===== src/rtl/ifu_redirect_ctrl_pkg.sv =====
// ifu_redirect_ctrl_pkg
//   Shared front-end types for the fetch-unit redirect controller:
//   - state_e      : redirect FSM states (RUN / DRAIN / RESUME)
//   - flush_mask_t : one flush bit per front-end stage
//   - flush mask constants for a full-pipe and a front-only flush
package ifu_redirect_ctrl_pkg;

  typedef enum logic [1:0] {
    ST_RUN    = 2'd0,
    ST_DRAIN  = 2'd1,
    ST_RESUME = 2'd2
  } state_e;

  typedef struct packed {
    logic if0_1;
    logic if2_3;
    logic icache;
    logic if3;
    logic ibuf;
  } flush_mask_t;

  localparam flush_mask_t FLUSH_NONE  = flush_mask_t'(5'b00000);
  localparam flush_mask_t FLUSH_ALL   = flush_mask_t'(5'b11111);
  // A predicted-taken redirect from IF3 only invalidates the younger stages.
  localparam flush_mask_t FLUSH_FRONT = flush_mask_t'(5'b11000);

endpackage


===== src/rtl/ifu_redirect_ctrl_arbiter.sv =====
// redirect_arbiter
//   Combinational fixed-priority selector: exc > bk > bpu.
//   Ports:
//     exc_valid/exc_pc, bk_valid/bk_pc, bpu_valid/bpu_pc : requesters
//     win_valid      : some requester is active
//     win_pc         : PC of the highest-priority active requester
//     win_is_backend : winner is exc or bk (full flush, counted)
module redirect_arbiter #(
  parameter int PC_W = 32
) (
  input  logic            exc_valid,
  input  logic [PC_W-1:0] exc_pc,
  input  logic            bk_valid,
  input  logic [PC_W-1:0] bk_pc,
  input  logic            bpu_valid,
  input  logic [PC_W-1:0] bpu_pc,
  output logic            win_valid,
  output logic [PC_W-1:0] win_pc,
  output logic            win_is_backend
);

  always_comb begin
    win_valid      = 1'b0;
    win_pc         = '0;
    win_is_backend = 1'b0;
    if (exc_valid) begin
      win_valid      = 1'b1;
      win_pc         = exc_pc;
      win_is_backend = 1'b1;
    end else if (bk_valid) begin
      win_valid      = 1'b1;
      win_pc         = bk_pc;
      win_is_backend = 1'b1;
    end else if (bpu_valid) begin
      win_valid      = 1'b1;
      win_pc         = bpu_pc;
    end
  end

endmodule


===== src/rtl/ifu_redirect_ctrl.sv =====
// ifu_redirect_ctrl
//   Fetch-unit redirect controller. Arbitrates exception, backend-mispredict
//   and BPU redirects, issues registered per-stage flushes and a registered
//   PC update to IF0, and holds IF0 in DRAIN while an uncancellable iCache
//   refill is outstanding.
//   Ports:
//     clk, rst                        : clock, synchronous active-high reset
//     exc_/bk_/bpu_redirect_valid/pc  : redirect requests
//     icache_busy                     : refill in flight, cannot be cancelled
//     *_pause_req                     : stage pause requests
//     pc_update_valid/pc              : load new fetch PC (registered)
//     flush_*                         : per-stage flushes (registered)
//     pause_*                         : per-stage pauses (combinational)
//     redirect_cnt                    : saturating count of exc/bk redirects
//     draining                        : state is DRAIN
//     dbg_state                       : current FSM state
//
//   Handshake: every *_valid here is a single-cycle pulse with no ready.
//   A redirect is taken on the edge where its valid is high and it wins
//   arbitration; losers are dropped, not held, so requesters must re-assert.
module ifu_redirect_ctrl
  import ifu_redirect_ctrl_pkg::*;
#(
  parameter int PC_W  = 32,
  parameter int CNT_W = 16
) (
  input  logic             clk,
  input  logic             rst,
  input  logic             exc_redirect_valid,
  input  logic [PC_W-1:0]  exc_redirect_pc,
  input  logic             bk_redirect_valid,
  input  logic [PC_W-1:0]  bk_redirect_pc,
  input  logic             bpu_redirect_valid,
  input  logic [PC_W-1:0]  bpu_redirect_pc,
  input  logic             icache_busy,
  input  logic             icache_pause_req,
  input  logic             if23_pause_req,
  input  logic             ibuf_pause_req,
  output logic             pc_update_valid,
  output logic [PC_W-1:0]  pc_update_pc,
  output logic             flush_if0_1,
  output logic             flush_if2_3,
  output logic             flush_icache,
  output logic             flush_if3,
  output logic             flush_ibuf,
  output logic             pause_if0_1,
  output logic             pause_if2_3,
  output logic             pause_icache,
  output logic             pause_if3,
  output logic             pause_ibuf_out,
  output logic [CNT_W-1:0] redirect_cnt,
  output logic             draining,
  output state_e           dbg_state
);

  state_e            state_q, state_d;
  logic [PC_W-1:0]   pending_pc_q, pending_pc_d;
  flush_mask_t       flush_q, flush_d;
  logic              pcu_valid_q, pcu_valid_d;
  logic [PC_W-1:0]   pcu_pc_q, pcu_pc_d;
  logic [CNT_W-1:0]  cnt_q, cnt_d;

  logic              win_valid;
  logic [PC_W-1:0]   win_pc;
  logic              win_is_backend;
  logic              take_backend;

  redirect_arbiter #(.PC_W(PC_W)) u_arb (
    .exc_valid      (exc_redirect_valid),
    .exc_pc         (exc_redirect_pc),
    .bk_valid       (bk_redirect_valid),
    .bk_pc          (bk_redirect_pc),
    .bpu_valid      (bpu_redirect_valid),
    .bpu_pc         (bpu_redirect_pc),
    .win_valid      (win_valid),
    .win_pc         (win_pc),
    .win_is_backend (win_is_backend)
  );

  assign take_backend = win_valid & win_is_backend;

  // State register
  always_ff @(posedge clk) begin
    if (rst) state_q <= ST_RUN;
    else     state_q <= state_d;
  end

  // Next-state logic
  always_comb begin
    state_d = state_q;
    case (state_q)
      ST_RUN: begin
        if (take_backend && icache_busy) state_d = ST_DRAIN;
      end
      ST_DRAIN: begin
        // A fresh backend redirect restarts the drain even if the refill
        // just finished; only a quiet, non-busy cycle lets us resume.
        if (!take_backend && !icache_busy) state_d = ST_RESUME;
      end
      ST_RESUME: begin
        if (take_backend && icache_busy) state_d = ST_DRAIN;
        else                             state_d = ST_RUN;
      end
      default: state_d = ST_RUN;
    endcase
  end

  // Registered-output / datapath next values
  always_comb begin
    pending_pc_d = pending_pc_q;
    flush_d      = FLUSH_NONE;
    pcu_valid_d  = 1'b0;
    pcu_pc_d     = pcu_pc_q;
    cnt_d        = cnt_q;

    if (take_backend) begin
      flush_d = FLUSH_ALL;
      if (cnt_q != '1) cnt_d = cnt_q + {{(CNT_W-1){1'b0}}, 1'b1};
    end

    case (state_q)
      ST_RUN, ST_RESUME: begin
        if (take_backend) begin
          if (icache_busy) begin
            pending_pc_d = win_pc;
          end else begin
            pcu_valid_d = 1'b1;
            pcu_pc_d    = win_pc;
          end
        end else if (state_q == ST_RESUME) begin
          // The drained redirect is finally released to IF0; a BPU
          // redirect here targets a path that is about to be replaced.
          pcu_valid_d = 1'b1;
          pcu_pc_d    = pending_pc_q;
        end else if (win_valid) begin
          flush_d     = FLUSH_FRONT;
          pcu_valid_d = 1'b1;
          pcu_pc_d    = win_pc;
        end
      end
      ST_DRAIN: begin
        if (take_backend) pending_pc_d = win_pc;
      end
      default: ;
    endcase
  end

  always_ff @(posedge clk) begin
    if (rst) begin
      pending_pc_q <= '0;
      flush_q      <= FLUSH_NONE;
      pcu_valid_q  <= 1'b0;
      pcu_pc_q     <= '0;
      cnt_q        <= '0;
    end else begin
      pending_pc_q <= pending_pc_d;
      flush_q      <= flush_d;
      pcu_valid_q  <= pcu_valid_d;
      pcu_pc_q     <= pcu_pc_d;
      cnt_q        <= cnt_d;
    end
  end

  // Outputs: registered flush / pc_update, combinational pauses. Pauses only
  // stall stages; a flush on the same stage still takes effect.
  always_comb begin
    pc_update_valid = pcu_valid_q;
    pc_update_pc    = pcu_pc_q;
    flush_if0_1     = flush_q.if0_1;
    flush_if2_3     = flush_q.if2_3;
    flush_icache    = flush_q.icache;
    flush_if3       = flush_q.if3;
    flush_ibuf      = flush_q.ibuf;
    pause_if2_3     = ibuf_pause_req;
    pause_icache    = ibuf_pause_req;
    pause_if3       = ibuf_pause_req;
    pause_ibuf_out  = ibuf_pause_req;
    pause_if0_1     = icache_pause_req | if23_pause_req | ibuf_pause_req |
                      (state_q == ST_DRAIN);
    redirect_cnt    = cnt_q;
    draining        = (state_q == ST_DRAIN);
    dbg_state       = state_q;
  end

endmodule

===== config.mk =====
export PLATFORM = sky130hd
export DESIGN_NAME = ifu_redirect_ctrl
export DESIGN_NICKNAME = d
export VERILOG_FILES = /design/src/rtl/ifu_redirect_ctrl_pkg.sv /design/src/rtl/ifu_redirect_ctrl_arbiter.sv /design/src/rtl/ifu_redirect_ctrl.sv
export SDC_FILE = /design/constraint.sdc
export NUM_CORES = 1
export LEC_CHECK = 0
export BUFFER_PORTS_ARGS = -buffer_cell sky130_fd_sc_hd__buf_2
export CAP_MARGIN = 10
export CORE_ASPECT_RATIO = 0.7
export CORE_MARGIN = 5
export CORE_UTILIZATION = 49
export CTS_BUF_LIST = sky130_fd_sc_hd__clkbuf_16
export DETAILED_ROUTE_END_ITERATION = 10
export PLACE_DENSITY = 0.8
export SYNTH_ARGS = -nofsm -noshare
export SYNTH_HDL_FRONTEND = slang
export SYNTH_SLANG_ARGS = --single-unit

===== constraint.sdc =====
create_clock -name clk -period 2.4 [get_ports clk]
set_clock_uncertainty 0.05 [all_clocks]
set_input_delay 0 -clock clk [delete_from_list [all_inputs] [get_ports clk]]
set_output_delay 0 -clock clk [all_outputs]
set_load 0.1 [all_outputs]

== Word level (Yosys, flattened, before mapping) ==
Cells that the tools add are included.
Storage, ports and cells
  register bits after elaboration: 88
  input port bits: 105
  output and inout bits: 62
  logic and storage cells: 67
Cells by class
  add/subtract/negate cells: 1
  equal/unequal tests: 9
  multiplexer cells: 29
  bitwise gates (word level): 5
  reduce and logical (&&, ||, !) cells: 13
Operators by type and width (count)
  $mux 32: 10
  $pmux 32 s2: 1
  $mux 5: 5
  $add 16x1->16 const B: 1
  $ne 16x16->1 const B: 1
  $mux 1: 10
  $ne 2x2->1 const B: 4
  $pmux 2 s3: 1
  $mux 2: 2
  $ne 2x1->1 const B: 2
  $reduce_and 2->1: 2
  $reduce_and 4->1: 1
  $reduce_or 2->1: 2
  $or 1x1->1: 3
  $reduce_and 3->1: 1
  $reduce_bool 3->1: 1
  $eq 2x1->1 const B: 1
  $eq 2x2->1 const B: 1
  $logic_and 1x1->1: 2
  $logic_not 1->1: 2
  $logic_not 2->1: 1
  $reduce_bool 2->1: 1
  $and 1x1->1: 1
  $not 1->1: 1

== Logic depth before layout (Yosys ltp) ==
  word-level depth: 9
  gate-level depth with buffers: 7
  gate-level depth less buffers: 5

== Modules after synthesis ==
A second synthesis with hierarchy kept.
Second synthesis, totals
  cell total of the unflattened synthesis: 555
  area, all modules: 4584.4 µm²
By module, submodules not included
  ifu_redirect_ctrl: times used 1, cells each 407, area each 3593.4 µm², seq. area each 1701.6 µm²
  redirect_arbiter: times used 1, cells each 148, area each 991.0 µm², seq. area each 0.0 µm²

== Worst setup path after synthesis ==
OpenSTA, ideal clock, no wires.
  path type: register -> register
  from: register state_q[0], in the netlist dbg_state[0]
  to: register pending_pc_q[15]
  setup time: 0.132 ns
  arrival: 3.407 ns
  required time: 2.218 ns
  slack: -1.189 ns
  cell stages (with the launch flop): 6
  buffers on the path: 1
  period minus slack after synthesis: 3.589 ns
  path through: dfxtp_1 > nor2b_1 > o21ai_1 > clkbuf_1 > nand2_1 > a21oi_1
Between the ends
  elaborated cells between the ends (all ways): 10
  those cells by class: eq/ne: 5; mux: 1; reduce/logical: 4
RTL lines
  start: declaration: line ifu_redirect_ctrl.sv:56  | state_e state_q, state_d;
  start signal: assignment: line ifu_redirect_ctrl.sv:85  | else state_q <= state_d;
  $eq 2x1->1 (*)
  net draining: line ifu_redirect_ctrl.sv:52  | output logic draining,
  $ne 2x1->1 (no source line) / $reduce_bool 2->1 (equally long branches)
  $reduce_and 4->1 (no source line)
  end signal: assignment: line ifu_redirect_ctrl.sv:156  | pending_pc_q <= pending_pc_d;
  end: declaration: line ifu_redirect_ctrl.sv:57  | logic [PC_W-1:0] pending_pc_q, pending_pc_d;
The timed path passes the listed nets; every way through them passes the cells marked *.
A chain may end at the register's enable or synchronous reset.

== Worst setup path after layout ==
  from: register cnt_q[0], in the netlist redirect_cnt[0]
  to: register cnt_q[4], in the netlist redirect_cnt[4]
Between the ends
  word-level cells in the longest chain between the ends: 2
  elaborated cells between the ends (all ways): 3
  those cells by class: add/sub: 1; eq/ne: 1; reduce/logical: 1
RTL lines
  start: declaration: line ifu_redirect_ctrl.sv:61  | logic [CNT_W-1:0] cnt_q, cnt_d;
  start signal: assignment: line ifu_redirect_ctrl.sv:160  | cnt_q <= cnt_d;
  branches (longest 2 deep; another with $add 16x1->16)
Several ways; the timed one is not identified.

==> impl_metrics.yaml <==
status:
  status: "finished clean"
logic_synthesis:
  synth_edf_count: 0
  synth_commonest_cells: "nand2_1 (132), a21oi_1 (106), dfxtp_1 (85)"
  ys.flop_type: "dfxtp_1"
  ys_types: 42
  synth_most_common_cell: "nand2_1"
  ys_seq_elements: 85
  synth_top_area_cell: "dfxtp_1"
  synth_area_sq_um: 4389
  synth_top_area_share: 0.3877
  yosysWarnings: 0
  synthTopCellsByArea: "dfxtp_1 (39%), a21oi_1 (12%), nand2_1 (11%)"
  postSynthCellCount: 591
  ys_seq_area_frac: 0.3877
  syn_area_per_cell_sq_um: 7.427
  syn_nets: 697
  synthArstFlopShare: 0
finish:
  antenna_cells: 0
  fillCellCount: 745
  drive_gt1_frac: 0.2929
  regArea_sq_um: 1717
  fin_cells: 854
  layout.nets: 835
  final_area_sq_um: 5614
  multi_input_area_sq_um: 2461
  syn_to_final_growth_pct: 27.91
power_and_ir_drop:
  p_per_area_nw_per_um2: 763.3
  cellLeakagePower_uw: 0.002412
  p_total_uw: 4286
  peakVddDrop_v: 0.0003471
setup_path:
  critPathSlowestCell: "dfxtp_2"
  required_ns: 2.57
  reg2reg_slack_ns: 0.53
  critPathBufInv: 0
  start_kind: "register"
  cpLargestDelayFamily: "compound AO/OA/AOI/OAI gates"
  crit_path_end_kind: "register"
  cp_max_fo: 6
  cp_data_arrival_time_ns: 2.04
  path_class: "reg -> reg"
  crit_chain: "ha_1, o21ai_0, a211oi_1, mux2_2"
  cp_slowest_stage_delay_ns: 0.38
floorplanning:
  core.rowCount: 28
  core_sq_um: 8583
  initial_core_util: 0.5114
  die_h_microns: 89.19
  io_pins: 167
  die_area_sq_um: 10980
  dieWidth_microns: 123.1
clock_network:
  cts_buffers: 9
  cts-root-buf: "clkbuf_16"
  clk_path_buf_depth: 2
  cts_tree: "built"
  ctsHtreeMaxLevel: 3
  path_clk_slew_ns: 0.06
  cts.sinks: 85
  cts_resized: 0
  insertion_delay_ns: 0.33
timing:
  hold_viol: 0
  maxSlewViolCount: 0
  tightest_slew_ns: 0.8736
  rsz0062_at_grt: "no"
  finalSetupViolCount: 0
  maxSlewHeadroom: 0.4176
  fin_crit_ns: 1.866
  setup_tns_ns: 0
  fmax_ghz: 0.5358
  setup_ws_ns: 0.5336
  finalCritPeriodShare: 0.7777
routing:
  drtIter0Drc: 434
  ant_nets: 0
  wl_microns: 13590
  via_count: 4848
  drt-vias-per-instance: 5.677
  wl_per_cell_microns: 15.91
  drc: 0
  firstDrtPassIters: 4
global_routing:
  overflow: 0
  grt_usage: 0.2382
  grt_pass1_vias: 4452
  grt_max_degree: 48
  grt_first_pass_wirelength_microns: 20870
  antenna_found_initial: 0
place:
  dp_slack_ns: 0.3901
  gp_congestion: 0.8517
  dp_hpwl_microns: 9626
  detailed_place.area_sq_um: 5268
  dp_cells: 835
  io_buffers: 166
flow_run:
  cap_violations: 0
hold_path:
  hp-class: "in -> reg"
## area by class of cell
class,instances,area share
multi-input combinational,449,0.4384
sequential,85,0.3058
timing repair buffer,183,0.1721
clock buffer,9,0.04012
tap,120,0.02674
clock inverter,7,0.01627
inverter,1,0.0006686
## metrics by stage
stage          hold slack (ns)  utilization
2_1_floorplan          0.02674            -
5_1_grt                0.02884       0.6541
3_5_place_dp            0.1985       0.6137
6_report              0.006396       0.6541
3_3_place_gp            0.1965       0.6137
4_1_cts               0.002162       0.6541
## final timing paths
check	depth (start not counted)	endpoint	from
setup / recovery	4	redirect_cnt[4]$_SDFFE_PP0P_	redirect_cnt[0]$_SDFFE_PP0P_
hold / removal	5	pending_pc_q[4]$_SDFFE_PP0P_	exc_redirect_pc[4]
hold reg to reg	2	pending_pc_q[1]$_SDFFE_PP0P_	pending_pc_q[1]$_SDFFE_PP0P_
setup reg to reg	4	redirect_cnt[4]$_SDFFE_PP0P_	redirect_cnt[0]$_SDFFE_PP0P_
## sequential cells by signal (all words and copies together) (netlist names)
signal           flops
pc_update_pc        32
pending_pc_q        32
redirect_cnt        16
dbg_state            2
flush_icache         1
flush_if0_1          1
pc_update_valid      1
## worst register-to-register path, stage by stage, from the launching register on
cell and delay [ns]:
dfxtp_2 0.38, ha_1 0.30, o21ai_0 0.27, a211oi_1 0.38, mux2_2 0.37
## report_power, final
part	leakage (uW)	internal [uW]	switching, uW	total [uW]
clock network	0.000150	905	557	1460
logic	0.00156	285	934	1220
registers	0.000705	1530	72.7	1600
total	0.00241	2720	1560	4290
## routing by layer
layer | GRT usage | wire (microns)
met5 | 0 | 0
met2 | 0.3930 | 6577
met1 | 0.3063 | 5574
met3 | 0.06515 | 1219
met4 | 0.07538 | 217
## kinds of logic after synthesis
family | share of synthesized area
compound gates | 0.2189
fa+ha+maj | 0.002850
buf+inv | 0.05843
flops | 0.3877
mux | 0.009977
simple gates | 0.3221
## timing repair
| action | in CTS | in global routing |
|---|---|---|
| endpoints found under the hold margin | 4 | 0 |
| hold buffers | 3 | 0 |
| buffers inserted | 0 | 0 |
## layout by cell type, fill, tap and decap left out, drive strengths merged, types with 2 or more instances in the layout
master       Yosys  layout
nand3            4       4
dlygate4sd3      0       3
nor2b           38      38
o21ai            4       4
nand4            3       3
or4              4       4
nand2          132     132
and4             2       2
a21boi           2       2
nor4             2       2
bufinv           0       2
clkinvlp         0       2
a31oi            2       2
dfxtp           85      85
clkinv           0       2
a211oi           5       5
or3              2       2
a21oi          106     106
mux2             3       3
o31ai            2       2
nor3             7       7
inv              1       2
a311oi          34      34
nand2b           3       3
clkbuf          36       9
nand3b          33      33
nor4b            2       2
nor2            44      44
buf             20     180
and3             4       4
(Power assumes the default switching activity.)
